### src/rtl/capi_command_arbiter_pkg.sv
// Shared CAPI/PSL command and response types plus arbiter state and parity helper.
// Imported by the command arbiter and its tag pool.
package capi_command_arbiter_pkg;

   localparam int DEFAULT_NUM_TAGS = 32;

   typedef enum logic [12:0] {
      INVALID    = 13'h0000,
      RESTART    = 13'h0001,
      READ_CL_NA = 13'h0A00,
      WRITE_NA   = 13'h0D00
   } afu_command_t;

   typedef enum logic [7:0] {
      DONE    = 8'h00,
      AERROR  = 8'h01,
      DERROR  = 8'h03,
      NLOCK   = 8'h04,
      NRES    = 8'h05,
      FLUSHED = 8'h06,
      FAULT   = 8'h07,
      FAILED  = 8'h08,
      PAGED   = 8'h0A
   } psl_response_t;

   typedef enum logic [2:0] {
      ABT_STRICT = 3'b000,
      ABT_ABORT  = 3'b001,
      ABT_PAGE   = 3'b010,
      ABT_PREF   = 3'b011,
      ABT_SPEC   = 3'b111
   } psl_abt_t;

   typedef struct packed {
      logic [7:0] room;
   } CommandInterfaceInput;

   typedef struct packed {
      logic          valid;
      logic [7:0]    tag;
      logic          tag_parity;
      afu_command_t  command;
      logic          command_parity;
      psl_abt_t      abt;
      logic [63:0]   address;
      logic          address_parity;
      logic [15:0]   context_handle;
      logic [11:0]   size;
   } CommandInterfaceOutput;

   typedef struct packed {
      logic          valid;
      logic [7:0]    tag;
      psl_response_t response;
      logic [8:0]    credits;
   } ResponseInterface;

   typedef enum logic [1:0] {
      INIT,
      RUN,
      RESTART_ISSUE,
      RESTART_WAIT
   } arb_state_t;

   // Owner table encoding: bit 1 = tag belongs to a requester, bit 0 = requester index.
   localparam logic [1:0] OWNER_NONE = 2'b00;

   // Odd parity: the data bits plus the returned bit hold an odd number of ones.
   function automatic logic odd_parity(input logic [63:0] data);
      return ~(^data);
   endfunction

endpackage

### src/rtl/capi_command_arbiter_tag_pool.sv
// Tag pool: busy bitmap, lowest-free-tag encoder, per-tag owner table and busy count.
// Allocation and release take effect at the clock edge; lookups see registered state only.
module capi_tag_pool
   import capi_command_arbiter_pkg::*;
#(
   parameter int NUM_TAGS = DEFAULT_NUM_TAGS
) (
   input  logic       clock,
   input  logic       reset,
   input  logic       i_alloc,
   input  logic [1:0] i_alloc_owner,
   input  logic       i_free,
   input  logic [7:0] i_rsp_tag,
   output logic       o_free_valid,
   output logic [7:0] o_free_tag,
   output logic       o_lookup_hit,
   output logic [1:0] o_lookup_owner,
   output logic [8:0] o_count
);

   localparam int TAG_W = (NUM_TAGS > 1) ? $clog2(NUM_TAGS) : 1;

   logic [NUM_TAGS-1:0] r_busy;
   logic [1:0]          r_owner [NUM_TAGS];

   logic             w_in_range;
   logic [TAG_W-1:0] w_rsp_idx;
   logic [TAG_W-1:0] w_alloc_idx;

   assign w_in_range     = ({1'b0, i_rsp_tag} < 9'(NUM_TAGS));
   assign w_rsp_idx      = i_rsp_tag[TAG_W-1:0];
   assign w_alloc_idx    = o_free_tag[TAG_W-1:0];
   assign o_lookup_hit   = w_in_range && r_busy[w_rsp_idx];
   assign o_lookup_owner = r_owner[w_rsp_idx];

   // NOTE: every output of a combinational block gets a default first so no latch is inferred.
   always_comb begin
      o_free_valid = 1'b0;
      o_free_tag   = '0;
      for (int i = NUM_TAGS - 1; i >= 0; i--) begin
         if (!r_busy[i]) begin
            o_free_valid = 1'b1;
            o_free_tag   = 8'(i);
         end
      end
   end

   always_comb begin
      o_count = '0;
      for (int i = 0; i < NUM_TAGS; i++) begin
         o_count = o_count + 9'(r_busy[i]);
      end
   end

   // NOTE: the owner table is a handful of flops, so it is reset with the bitmap; a RAM-style
   // table would not be, since the busy bitmap alone decides whether an entry is meaningful.
   always_ff @(posedge clock) begin
      if (reset) begin
         r_busy <= '0;
         for (int i = 0; i < NUM_TAGS; i++) begin
            r_owner[i] <= OWNER_NONE;
         end
      end else begin
         if (i_alloc) begin
            r_busy[w_alloc_idx]  <= 1'b1;
            r_owner[w_alloc_idx] <= i_alloc_owner;
         end
         if (i_free && o_lookup_hit) begin
            r_busy[w_rsp_idx] <= 1'b0;
         end
      end
   end

endmodule

### src/rtl/capi_command_arbiter.sv
// Two-requester PSL command arbiter: round-robin grant, credit and tag tracking,
// response routing and RESTART handling after a PAGED response.
module capi_command_arbiter
   import capi_command_arbiter_pkg::*;
#(
   parameter int NUM_TAGS = DEFAULT_NUM_TAGS
) (
   input  logic                        clock,
   input  logic                        reset,
   input  CommandInterfaceInput        command_in,
   input  logic [15:0]                 context_handle,
   input  logic [1:0]                  req_valid,
   input  afu_command_t [1:0]          req_command,
   input  logic [1:0][63:0]            req_address,
   input  logic [1:0][11:0]            req_size,
   output logic [1:0]                  req_ready,
   output CommandInterfaceOutput       command_out,
   input  ResponseInterface            response_in,
   output logic [1:0]                  rsp_valid,
   output psl_response_t               rsp_response,
   output logic [8:0]                  outstanding,
   output logic                        tag_error
);

   arb_state_t r_state;
   logic [8:0] r_credits;
   logic [8:0] r_credit_max;
   logic       r_rr_priority;
   logic [7:0] r_restart_tag;

   logic       w_free_valid;
   logic [7:0] w_free_tag;
   logic       w_hit;
   logic [1:0] w_hit_owner;
   logic       w_can_issue;
   logic       w_grant;
   logic       w_grant_sel;
   logic       w_restart_issue;
   logic       w_alloc;
   logic [1:0] w_alloc_owner;
   logic       w_rsp_hit;
   logic [9:0] w_credit_sum;
   logic [8:0] w_credits_next;

   assign w_can_issue     = (r_credits != '0) && w_free_valid;
   assign w_grant         = !reset && (r_state == RUN) && w_can_issue && (|req_valid);
   // On a tie the pointer decides; otherwise whichever requester is valid wins.
   assign w_grant_sel     = (&req_valid) ? r_rr_priority : req_valid[1];
   assign w_restart_issue = (r_state == RESTART_ISSUE) && w_can_issue;
   assign w_alloc         = w_grant || w_restart_issue;
   assign w_alloc_owner   = w_restart_issue ? OWNER_NONE : {1'b1, w_grant_sel};
   assign w_rsp_hit       = response_in.valid && w_hit;

   assign req_ready[0] = w_grant && !w_grant_sel;
   assign req_ready[1] = w_grant && w_grant_sel;

   // Net credit change for the cycle, clamped to the room seen at INIT.
   always_comb begin
      w_credit_sum   = 10'(r_credits) - 10'(w_alloc)
                     + (response_in.valid ? 10'(response_in.credits) : 10'd0);
      w_credits_next = (w_credit_sum > 10'(r_credit_max)) ? r_credit_max : w_credit_sum[8:0];
   end

   capi_tag_pool #(
      .NUM_TAGS (NUM_TAGS)
   ) u_tag_pool (
      .clock          (clock),
      .reset          (reset),
      .i_alloc        (w_alloc),
      .i_alloc_owner  (w_alloc_owner),
      .i_free         (response_in.valid),
      .i_rsp_tag      (response_in.tag),
      .o_free_valid   (w_free_valid),
      .o_free_tag     (w_free_tag),
      .o_lookup_hit   (w_hit),
      .o_lookup_owner (w_hit_owner),
      .o_count        (outstanding)
   );

   // NOTE: all state here is sequential and uses non-blocking assignments so every read
   // within this block sees the value from before the clock edge.
   always_ff @(posedge clock) begin
      if (reset) begin
         r_state       <= INIT;
         r_credits     <= '0;
         r_credit_max  <= '0;
         r_rr_priority <= 1'b0;
         r_restart_tag <= '0;
         tag_error     <= 1'b0;
         command_out   <= '0;
         rsp_valid     <= '0;
         rsp_response  <= DONE;
      end else begin
         command_out <= '0;
         if (w_grant) begin
            command_out.valid          <= 1'b1;
            command_out.tag            <= w_free_tag;
            command_out.tag_parity     <= odd_parity(64'(w_free_tag));
            command_out.command        <= req_command[w_grant_sel];
            command_out.command_parity <= odd_parity(64'(req_command[w_grant_sel]));
            command_out.abt            <= ABT_STRICT;
            command_out.address        <= req_address[w_grant_sel];
            command_out.address_parity <= odd_parity(req_address[w_grant_sel]);
            command_out.context_handle <= context_handle;
            command_out.size           <= req_size[w_grant_sel];
            r_rr_priority              <= ~w_grant_sel;
         end else if (w_restart_issue) begin
            command_out.valid          <= 1'b1;
            command_out.tag            <= w_free_tag;
            command_out.tag_parity     <= odd_parity(64'(w_free_tag));
            command_out.command        <= RESTART;
            command_out.command_parity <= odd_parity(64'(RESTART));
            command_out.abt            <= ABT_STRICT;
            command_out.address_parity <= odd_parity(64'd0);
            command_out.context_handle <= context_handle;
         end

         rsp_valid <= '0;
         if (w_rsp_hit && w_hit_owner[1]) begin
            rsp_valid[w_hit_owner[0]] <= 1'b1;
            rsp_response              <= response_in.response;
         end
         if (response_in.valid && !w_hit) begin
            tag_error <= 1'b1;
         end

         case (r_state)
            INIT: begin
               r_credits    <= 9'(command_in.room);
               r_credit_max <= 9'(command_in.room);
               r_state      <= RUN;
            end
            RUN: begin
               r_credits <= w_credits_next;
               if (w_rsp_hit && (response_in.response == PAGED)) begin
                  r_state <= RESTART_ISSUE;
               end
            end
            RESTART_ISSUE: begin
               r_credits <= w_credits_next;
               if (w_restart_issue) begin
                  r_restart_tag <= w_free_tag;
                  r_state       <= RESTART_WAIT;
               end
            end
            RESTART_WAIT: begin
               r_credits <= w_credits_next;
               if (w_rsp_hit && (response_in.tag == r_restart_tag)) begin
                  r_state <= (response_in.response == DONE) ? RUN : RESTART_ISSUE;
               end
            end
            default: r_state <= INIT;
         endcase
      end
   end

endmodule

### config.mk
export PLATFORM = sky130hd
export DESIGN_NAME = capi_command_arbiter
export DESIGN_NICKNAME = d
export VERILOG_FILES = /design/src/rtl/capi_command_arbiter_pkg.sv /design/src/rtl/capi_command_arbiter_tag_pool.sv /design/src/rtl/capi_command_arbiter.sv
export SDC_FILE = /design/constraint.sdc
export NUM_CORES = 1
export LEC_CHECK = 0
export BUFFER_PORTS_ARGS = -buffer_cell sky130_fd_sc_hd__buf_2
export CAP_MARGIN = 10
export CORE_ASPECT_RATIO = 1.2
export CORE_MARGIN = 3
export CORE_UTILIZATION = 53
export DETAILED_ROUTE_END_ITERATION = 16
export GPL_ROUTABILITY_DRIVEN = 0
export GPL_TIMING_DRIVEN = 0
export PLACE_DENSITY_LB_ADDON = 0.05
export SYNTH_ARGS = -nofsm -noshare
export SYNTH_HDL_FRONTEND = slang
export SYNTH_SLANG_ARGS = --single-unit
### constraint.sdc
create_clock -name clock -period 8.7 [get_ports clock]
set_clock_uncertainty 0.2 [all_clocks]
set_input_delay 1.74 -clock clock [delete_from_list [all_inputs] [get_ports clock]]
set_output_delay 1.74 -clock clock [all_outputs]
set_load 0.02 [all_outputs]
-- Word level (Yosys, flattened, before mapping)
Memory sizes are Yosys's and may differ from the RTL's.
Cells that the tools add are included.
- order comparisons: 9
- equality and inequality tests: 8
- bitwise operators: 9
- mux-type cells: 103
- reductions and logical operators: 35
- add/sub/neg operators: 33
- operator list (kind ; number):
    adder 9 x 1 -> 9 bit ; 30
    XOR reduction 64 bit ; 3
    2-to-1 mux 5 bit ; 33
    2-to-1 mux 64 bit ; 2
    2-to-1 mux 32 bit ; 3
    2-to-1 mux 27 bit ; 2
    2-to-1 mux 1 bit ; 43
    2-to-1 mux 17 bit ; 2
    bitwise AND 32 bit ; 1
    inverter 32 bit ; 1
    bitwise OR 32 bit ; 1
    2-to-1 mux 13 bit ; 2
    2-to-1 mux 12 bit ; 2
    2-to-1 mux 9 bit ; 2
    case mux 9 bit (2 select lines) ; 1
    logical AND 1 bit ; 16
    < comparator 5 x 6 -> 1 bit (second input constant) ; 2
    2-to-1 mux 2 bit ; 6
    adder 10 x 9 -> 10 bit ; 1
    demux 1 bit (select 5 bit) ; 2
    greater-or-equal comparator 5 x 1 -> 1 bit (second input constant) ; 2
    > comparator 10 x 8 -> 1 bit ; 1
    OR reduction 2 bit ; 5
    subtractor 9 x 1 -> 10 bit ; 1
    22 further kinds ; 33
- RAM bits: 64
- logic and storage cells: 217
- flip-flop bits (word level): 191
- memories kept: 1
- bits of input ports: 232
- memories (memory ; depth ; width ; read ports ; clocked after memory_dff ; wr ports ; RTL line ; source):
    u_tag_pool.r_owner ; 32 ; 2 ; 1 ; 0 ; 32 ; capi_command_arbiter_tag_pool.sv:24 ; logic [1:0] r_owner [NUM_TAGS];

-- Logic depth before layout (Yosys ltp)
Gate-level depths: netlist (run 1).
- depth after elaboration: 41
- gate-level depth with buffers: 25
- mapped depth without buffers: 24

-- Hierarchy
Synthesis (run 1) repeated with hierarchy kept, for this count alone.
- cells, all modules: 1493
- area total of the unflattened synthesis: 13907.1 um2
- by module, submodules not included (module ; cells an instance ; instances ; area an instance (um2)):
    capi_command_arbiter ; 903 ; 1 ; 7656.1
    capi_tag_pool ; 590 ; 1 ; 6251.0

-- Worst setup path before layout (run 1)
Ideal clock, no wire load.
- path type: register -> output
- start: register u_tag_pool.r_busy[0]
- end: output outstanding[4]
- stages on the path, launching flop included: 15
- setup slack: 1.752 ns
- arrival time: 5.008 ns
- path through: dfxtp_1 ha_1 inv_1 fa_1 fa_1 fa_1 fa_1 fa_1 fa_1 inv_1 fa_1 fa_1 a21o_1 a21oi_1 xnor2_1
- word-level cells in the longest chain between the ends: 31
- ends and longest elaborated chain (element ; RTL line ; source):
    from (decl) ; capi_command_arbiter_tag_pool.sv:23 ; logic [NUM_TAGS-1:0] r_busy;
    from (signal assigned) ; capi_command_arbiter_tag_pool.sv:59 ; r_busy <= '0;
    from (signal, indexed assignment) ; capi_command_arbiter_tag_pool.sv:65 ; r_busy[w_alloc_idx] <= 1'b1;
    from (signal, indexed assignment) ; capi_command_arbiter_tag_pool.sv:69 ; r_busy[w_rsp_idx] <= 1'b0;
    adder 1 x 1 -> 2 bit ; capi_command_arbiter_tag_pool.sv:51 ; o_count = o_count + 9'(r_busy[i]);
    adder 9 x 1 -> 9 bit (30 in series) ; capi_command_arbiter_tag_pool.sv:51 ;
    to (decl) ; capi_command_arbiter.sv:21 ; output logic [8:0] outstanding,
No other way between the ends.

-- Worst setup path in the final report (run 1)
Ends and elaborated chain as after synthesis.

==> results of run 1 <==
-- worst paths after layout --
kind,from,end,slack [ns],cells after the start
hold / removal,r_restart_tag[4]$_SDFFE_PP0P_,r_restart_tag[4]$_SDFFE_PP0P_,0.28,2
setup reg to reg,u_tag_pool.r_busy[12]$_SDFF_PP0_,r_credits[3]$_SDFF_PP0_,2.07,25
setup / recovery,u_tag_pool.r_busy[0]$_SDFF_PP0_,outstanding[4],0.92,15
hold reg to reg,r_restart_tag[4]$_SDFFE_PP0P_,r_restart_tag[4]$_SDFFE_PP0P_,0.28,2
-- metrics by stage --
step	hold WS [ns]	instance area, um2	std cells
after floorplan	0.247	13100	1446
after detailed placement	0.271	15300	2128
after global placement	0.262	15300	2128
after global routing	0.302	16100	2180
final	0.280	16100	2181
after CTS	0.280	16100	2175
-- power by group through the flow --
| stage | sequential, uW | combinational (uW) | clock, uW |
|---|---|---|---|
| 6_report | 1260 | 890 | 1110 |
| 5_1_grt | 1260 | 986 | 1170 |
| 4_1_cts | 1260 | 894 | 1130 |
| 3_5_place_dp | 1280 | 888 | 0 |
| 3_3_place_gp | 1280 | 877 | 0 |
| 2_1_floorplan | 1320 | 590 | 0 |
-- synth_stat cells (3+ instances only) --
master / n
nor2b_1: 4
edfxtp_1: 64
nand4_1: 10
ha_1: 38
nor4_1: 8
a311oi_1: 3
xnor2_1: 146
dfxtp_1: 182
buf_6: 3
mux4_2: 23
fa_1: 25
xor2_1: 22
a211oi_1: 33
a21o_1: 4
a21oi_1: 115
buf_4: 9
clkbuf_1: 61
o22ai_1: 6
nor3_1: 16
buf_2: 5
o311ai_0: 3
nand3b_1: 5
nand3_1: 6
mux2i_1: 16
inv_1: 104
nand2b_1: 39
or3_1: 4
o21ai_0: 25
nand2_1: 259
and2_1: 21
nor2_1: 134
-- layer usage --
metal	vias up	part of all wire	track usage
met4	4	0.022	0.0767
met2	529	0.51	0.553
met1	5468	0.37	0.370
met5	-	0.00057	0
li1	5532	-	-
met3	68	0.091	0.0817
-- final cells by class --
cell class / instances / area, um2 / share of cell area
flip-flops and latches: 246 / 5570 / 0.345
clock buffers: 41 / 801 / 0.0496
well taps: 320 / 400 / 0.0248
clock inverters: 6 / 57.6 / 0.00356
repair buffers: 362 / 1810 / 0.112
multi-input cells: 1015 / 6740 / 0.417
diodes: 6 / 15.0 / 0.000930
inverters: 106 / 398 / 0.0246
plain buffers: 79 / 359 / 0.0222
-- state kept, by name, indices dropped and copies added, names as in the netlist --
| name | flops |
|---|---|
| rsp_response | 8 |
| r_state | 2 |
| r_rr_priority | 1 |
| r_restart_tag | 5 |
| r_credit_max | 8 |
| rsp_valid | 2 |
| command_out | 114 |
| tag_error | 1 |
| u_tag_pool.r_owner | 64 |
| u_tag_pool.r_busy | 32 |
| r_credits | 9 |
-- cell families (layout without fill, tap and decap cells) --
group                      Yosys count  in the layout  share of synthesized area
other                                1             16                   0.000288
and+or+nand+nor                    518            518                      0.173
DFF                                246            246                      0.427
muxes                               41             41                     0.0549
xor gates and xnor gates           168            168                      0.113
adders and majority gates           63             63                     0.0749
AOI/OAI and AO/OA                  215            215                     0.0986
buffers and inverters              185            594                     0.0581
-- critical path, cell delays in order, from the launching register on --
cell     delay [ns]
dfxtp_1        0.36
ha_1           0.29
inv_1          0.05
fa_1           0.52
fa_1           0.52
fa_1           0.57
fa_1           0.44
fa_1           0.49
fa_1           0.50
inv_1          0.05
fa_1           0.42
fa_1           0.42
a21o_1         0.17
a21oi_1        0.16
xnor2_1        0.13
buf_2          0.20
==> run metrics, run 1 <==
fin crit share 0.894; cell row count 62; Final Hold Vio Count 0; worst path arrival time 5.84 ns; Worst Tran Pin Value 1.05 ns; DR iter-0 viols 872; first-pass GRT wire length 63500 um; # clock sinks 246; Final setup viols 0; worst path required time 6.76 ns; number of flops mapped to enable cells by yosys 64; filler cell count 2079; clk root buf clkbuf_16; Die X 149 um; Setup WS pre-CTS 1.43 ns; sw power 985 uW; syn_area_per_cell 9.07 um2; number of global-route vias before repair 11400; Most used DFF post-synth dfxtp_1; Yosys top cell area share 0.280; hold bufs inserted after CTS 0; average wire per standard cell 19.4 um; share of cells above drive strength 1 0.245; top cell type by total area after synthesis dfxtp_1; setup_tns 0 ns; initial antenna violation count 9; Max-slew headroom 0.295; antenna-violating nets left 0; postcts setup bufs 0; worst setup margin 0.922 ns; RSZ-0062 raised after global routing false; GRT Overall Usage 0.309; Post-Syn Area 13000 um2; total I/O pin count 374; DR vias 11600; Seq pwr share 0.385; Final min period 7.78 ns; max_cap viols 0; DP HPWL 34000 um; port bufs 362; CTS tree built; die height 178 um; top cells by area, synth dfxtp_1, edfxtp_1, xnor2_1; largest net degree at the start of global routing 14; clock buffers created by TritonCTS 26; synth unique cells 66; Clk Latency, worst-skew pair 0.53 ns; sequential fraction of the synthesis area 0.427; fin. max-slew vios 0; Core ar. 24000 um2; Crit. End Element primary output; H-tree depth 1; # resized after CTS 0; most common cell after layout, fill and taps aside buf_2; Logic pwr share 0.273; internal power 2280 uW; Startpoint Class flop; clk slew on worst S/H paths 0.06 ns; Max clock buf depth 3; Leakage 0.00716 uW; Clk pwr share 0.342; DRC viols 0; # nets final 2131; worst min path class flop to flop; post-synthesis async set-or-reset flop share 0; Initial Utilization 0.542; Worst Path Max Fanout 5; Yosys reg bits 246; Setup CP Type flop to primary output; Post-Syn Instances 1437; sw frac 0.302; DIE AREA 26500 um2; fmax 129 MHz; drt first pass iters 5; post-detailed-routing wire length 42200 um; worst vdd ir 0.000146 V; total global routing overflow 0; status finished, final reports clean; Total Power 3260 uW; yosys warns 0; vias per cell 5.32; post-route core utilization 0.672; Area Overhead vs Synth 23.9%; cell area power density 202 nW/um2; most frequent cells in the layout buf_2, nand2_1, dfxtp_1
Note: power is estimated with default switching activity, not from simulation.
==> run 2: changes to the inputs <==
--- a/config.mk
+++ b/config.mk
@@ -10,6 +10,7 @@
 export CORE_ASPECT_RATIO = 1.2
 export CORE_MARGIN = 3
 export CORE_UTILIZATION = 53
+export CTS_BUF_LIST = sky130_fd_sc_hd__clkbuf_16
 export DETAILED_ROUTE_END_ITERATION = 16
 export GPL_ROUTABILITY_DRIVEN = 0
 export GPL_TIMING_DRIVEN = 0
==> run 2 against run 1 <==
Total power down 2.1%. Non-clock buffer count unchanged. Sequential share of layout area up 0.14 points. Register-to-register slack about the same. Combinational power about the same. Utilization down 0.28 points. Global-route usage about the same. Fmax about the same. Final cell count about the same. Largest cell class unchanged. Highest routed layer unchanged.
==> run metrics, run 2 (synthesis gave the netlist of run 1 again) <==
hold bufs inserted after CTS 0; Top Registers command_out x114, u_tag_pool.r_owner x64, u_tag_pool.r_busy x32; most used cell along the critical path fa_1; footprint of the multi-input gates 6740 um2; # clock sinks 246; Clk Latency, worst-skew pair 0.53 ns; Worst Path Max Fanout 5; Startpoint Class flop; fmax 128 MHz; vias per cell 5.32; DRC viols 0; max reg flops 114; postcts setup bufs 0; Crit. End Element primary output; Die X 149 um; post-route design area 16100 um2; cell row count 62; first-pass GRT wire length 63500 um; clock buffers created by TritonCTS 26; Fin Hold WS 0.278 ns; port bufs 362; worst vdd ir 0.000147 V; antenna-violating nets left 0; setup_tns 0 ns; status finished, final reports clean; Placed Area 15300 um2; H-tree depth 1; Final setup viols 0; max_cap viols 0; worst path required time 6.76 ns; CP peak stage delay 0.57 ns; Initial Utilization 0.542; CTS tree built; most frequent cells in the layout buf_2, nand2_1, dfxtp_1; DP HPWL 34000 um; clk root buf clkbuf_16; number of global-route vias before repair 11400; total I/O pin count 374; total global routing overflow 0; die height 178 um; Leakage 0.00715 uW; Max-slew headroom 0.301; # resized after CTS 0; initial antenna violation count 10; Max clock buf depth 3; worst path arrival time 5.85 ns; Area Overhead vs Synth 23.4%; Top delay family on crit path adder cells; Setup CP Type flop to primary output; average wire per standard cell 19.3 um; critical path cell sequence ha_1 -> inv_1 -> fa_1 -> fa_1 -> fa_1 -> fa_1 -> fa_1 -> fa_1 -> inv_1 -> fa_1 -> fa_1 -> a21o_1 -> a21oi_1 -> xnor2_1 -> buf_2; Worst Tran Pin Value 1.04 ns; DR vias 11600; Core ar. 24000 um2; post-detailed-routing wire length 42200 um; share of cells above drive strength 1 0.242; Final Hold Vio Count 0; largest net degree at the start of global routing 14; most common cell after layout, fill and taps aside buf_2; filler cell count 2091; Reg with most FFs command_out; # nets final 2131; DIE AREA 26500 um2; worst min path class flop to flop; DR iter-0 viols 817; RSZ-0062 raised after global routing false; buffer and inverter count on the worst path 3; Reg area 5570 um2; cell area power density 199 nW/um2; clk slew on worst S/H paths 0.06 ns; GRT Overall Usage 0.309; drt first pass iters 6; Final min period 7.79 ns; fin crit share 0.895; Crit-path slowest cell fa_1; fin. max-slew vios 0
[run 2: cell count changes in the layout (fill, tap and decap cells not counted)]
cell,change
clkbuf_8,-7
inv_1,+7
clkbuf_1,-5
clkinv_1,+5
clkbuf_2,-2
diode_2,+2
inv_2,+2
[run 2: layer usage]
layer	GRT usage	up-vias	wire length (um)
li1	-	5537	-
met1	0.369	5479	15600
met2	0.551	521	21700
met3	0.0835	71	3920
met4	0.0801	4	925
met5	0	-	24
[run 2: worst reg2reg max path: stages, from the launching register on]
cell and delay, ns:
dfxtp_1 0.47, inv_1 0.09, nor4_1 0.59, nand4_1 0.25, o31ai_2 0.57, or4_1 0.20
clkbuf_1 0.16, nand2_1 0.17, ha_1 0.32, inv_1 0.04, ha_1 0.20, fa_1 0.42
a21o_1 0.19, a21oi_1 0.23, nor2b_1 0.08, o21a_1 0.19, nor2_1 0.12, xnor2_1 0.12
ha_1 0.29, nand2_1 0.07, nor3_1 0.25, nor2_1 0.07, a21oi_1 0.22, nand4_1 0.57
mux2i_1 0.34, o21ai_0 0.10
[run 2: final timing paths]
path,from,to,slack [ns],cells past startpoint
worst max-delay path,u_tag_pool.r_busy[0]$_SDFF_PP0_,outstanding[4],0.91,15
worst min-delay path,r_restart_tag[4]$_SDFFE_PP0P_,r_restart_tag[4]$_SDFFE_PP0P_,0.28,2
worst max register to register,u_tag_pool.r_busy[12]$_SDFF_PP0_,r_credits[3]$_SDFF_PP0_,2.06,25
worst min register to register,r_restart_tag[4]$_SDFFE_PP0P_,r_restart_tag[4]$_SDFFE_PP0P_,0.28,2
[run 2: power by group]
| part | leakage [uW] | switching, uW | internal (uW) |
|---|---|---|---|
| clock network | 0.000416 | 460 | 586 |
| logic | 0.00461 | 506 | 385 |
| registers | 0.00212 | 22.8 | 1230 |
[run 2: metrics by stage]
| step | setup WS [ns] | util | total power [uW] | std cells |
|---|---|---|---|---|
| floorplan | 1.75 | - | 1910 | 1446 |
| global placement | 1.46 | 0.635 | 2160 | 2128 |
| detailed placement | 1.43 | 0.635 | 2170 | 2128 |
| CTS | 0.859 | 0.668 | 3210 | 2175 |
| global route | 0.662 | 0.669 | 3340 | 2181 |
| finish | 0.915 | 0.669 | 3190 | 2183 |
[run 2: layout make-up]
type	instances	area share
Multi-Input combinational cell	1015	0.419
Sequential cell	246	0.346
Timing Repair Buffer	362	0.113
Clock buffer	27	0.0420
Tap cell	320	0.0249
Inverter	106	0.0247
Buffer	79	0.0223
Clock inverter	20	0.00685
Antenna cell	8	0.00124
==> run 3: changes to the inputs <==
--- a/config.mk
+++ b/config.mk
@@ -9,7 +9,7 @@
 export CAP_MARGIN = 10
 export CORE_ASPECT_RATIO = 1.2
 export CORE_MARGIN = 3
-export CORE_UTILIZATION = 53
+export CORE_UTILIZATION = 57
 export CTS_BUF_LIST = sky130_fd_sc_hd__clkbuf_16
 export DETAILED_ROUTE_END_ITERATION = 16
 export GPL_ROUTABILITY_DRIVEN = 0
==> constraint.sdc (replaced) <==
create_clock -name clock -period 9.6 [get_ports clock]
set_clock_uncertainty 0.2 [all_clocks]
set_input_delay 1.92 -clock clock [delete_from_list [all_inputs] [get_ports clock]]
set_output_delay 1.92 -clock clock [all_outputs]
set_load 0.02 [all_outputs]
==> run 3 against run 2 <==
Worst hold slack lost 0.0057 ns. Clock power shrank 7%. Sequential share of layout area grew 0.073 points. Global-route usage increased by 2.6 points. Largest power group unchanged. Clock-buffer cell count stayed put. Utilization rose by 5.8 points. Flip-flop and latch count stayed put. Sequential power is 9.5% lower. Combinational power fell by 9.0%.
==> run metrics, run 3 (synthesis gave the netlist of run 1 again) <==
Worst Path Max Fanout 5; Max clock buf depth 3; DIE AREA 24700 um2; vias per cell 5.51; sw power 900 uW; Startpoint Class flop; Worst Tran Pin Value 0.940 ns; uppermost routed layer met5; Initial Utilization 0.590; Clk pwr share 0.334; cell row count 59; Area Overhead vs Synth 23.2%; Final Hold Vio Count 0; worst path required time 7.48 ns; first-pass GRT wire length 64100 um; fin crit share 0.827; Setup WS pre-CTS 2.16 ns; setup_tns 0 ns; CTS tree built; status finished, final reports clean; share of cells above drive strength 1 0.241; Reg with most FFs command_out; worst path arrival time 5.82 ns; DP HPWL 34000 um; number of global-route vias before repair 11800; RSZ-0062 raised after global routing false; filler cell count 1724; M1 wire length 15400 um; H-tree depth 1; Die X 144 um; worst vdd ir 0.000141 V; average wire per standard cell 19.8 um; drt first pass iters 5; sw frac 0.308; Logic pwr share 0.277; footprint of the multi-input gates 6740 um2; die height 172 um; Setup CP Type flop to primary output; Crit. End Element primary output; max_cap viols 0; GRT Overall Usage 0.335; DR vias 11800; post-detailed-routing wire length 42200 um; fmax 126 MHz; Reg area 5570 um2; max reg flops 114; Seq pwr share 0.389; clk slew on worst S/H paths 0.06 ns; met3 wire length 3880 um; hold bufs inserted after CTS 0; cell area power density 182 nW/um2; DR iter-0 viols 830; # nets final 2131; most common cell after layout, fill and taps aside buf_2; Max-slew headroom 0.368; clock buffers created by TritonCTS 26; Top Registers command_out x114, u_tag_pool.r_owner x64, u_tag_pool.r_busy x32; total global routing overflow 0; Core ar. 22100 um2; DRC viols 0; port bufs 362; Leakage 0.00716 uW; Total Power 2930 uW; antenna-violating nets left 0; Clk Latency, worst-skew pair 0.53 ns; clk root buf clkbuf_16; largest net degree at the start of global routing 15; worst setup margin 1.66 ns; worst min path class flop to flop; postcts setup bufs 0; internal power 2030 uW; most frequent cells in the layout buf_2, nand2_1, dfxtp_1; Final min period 7.94 ns; total I/O pin count 374; fin. max-slew vios 0; # clock sinks 246; Final setup viols 0; initial antenna violation count 7; Met2 Wirelength 21300 um; # resized after CTS 0
[run 3: worst max-delay path, cell delays in order (launching register included)]
cell and delay, ns:
dfxtp_1 0.36, ha_1 0.29, inv_1 0.05, fa_1 0.51
fa_1 0.53, fa_1 0.58, fa_1 0.45, fa_1 0.48
fa_1 0.50, inv_1 0.05, fa_1 0.42, fa_1 0.42
a21o_1 0.17, a21oi_1 0.16, xnor2_1 0.13, buf_2 0.20
[run 3: cell type report]
type	instances	area share
sequential	246	0.347
multi-input combinational	1015	0.420
clock buffer	27	0.0421
inverter	106	0.0248
tap	274	0.0214
timing repair buffer	362	0.113
buffer	79	0.0224
antenna	7	0.00109
clock inverter	21	0.00850
[run 3: worst paths after layout]
check	from	end	slack [ns]	cells past startpoint
worst max-delay path	u_tag_pool.r_busy[0]$_SDFF_PP0_	outstanding[4]	1.66	15
worst min-delay path	r_restart_tag[4]$_SDFFE_PP0P_	r_restart_tag[4]$_SDFFE_PP0P_	0.27	2
worst max register to register	u_tag_pool.r_busy[8]$_SDFF_PP0_	r_credits[1]$_SDFF_PP0_	3.10	25
worst min register to register	r_restart_tag[4]$_SDFFE_PP0P_	r_restart_tag[4]$_SDFFE_PP0P_	0.27	2
[run 3: power by group through the flow]
stage / registers, uW / clock network (uW) / logic [uW]
after global placement: 1160 / 0 / 789
after CTS: 1140 / 982 / 812
after detailed placement: 1160 / 0 / 805
after floorplan: 1190 / 0 / 534
final: 1140 / 977 / 811
after global routing: 1140 / 1020 / 896
[run 3: per-layer routing]
layer | vias to the layer above | GRT usage
li1 | 5539 | -
met2 | 580 | 0.590
met3 | 113 | 0.0804
met1 | 5537 | 0.399
met4 | 2 | 0.115
met5 | - | 0
[run 3: through the flow]
| step | util | area, um2 | hold slack (ns) | std cells |
|---|---|---|---|---|
| after floorplan | - | 13100 | 0.247 | 1446 |
| after global placement | 0.689 | 15200 | 0.263 | 2082 |
| after detailed placement | 0.689 | 15200 | 0.264 | 2082 |
| after CTS | 0.726 | 16000 | 0.272 | 2130 |
| after global routing | 0.727 | 16000 | 0.298 | 2134 |
| final | 0.727 | 16000 | 0.272 | 2137 |
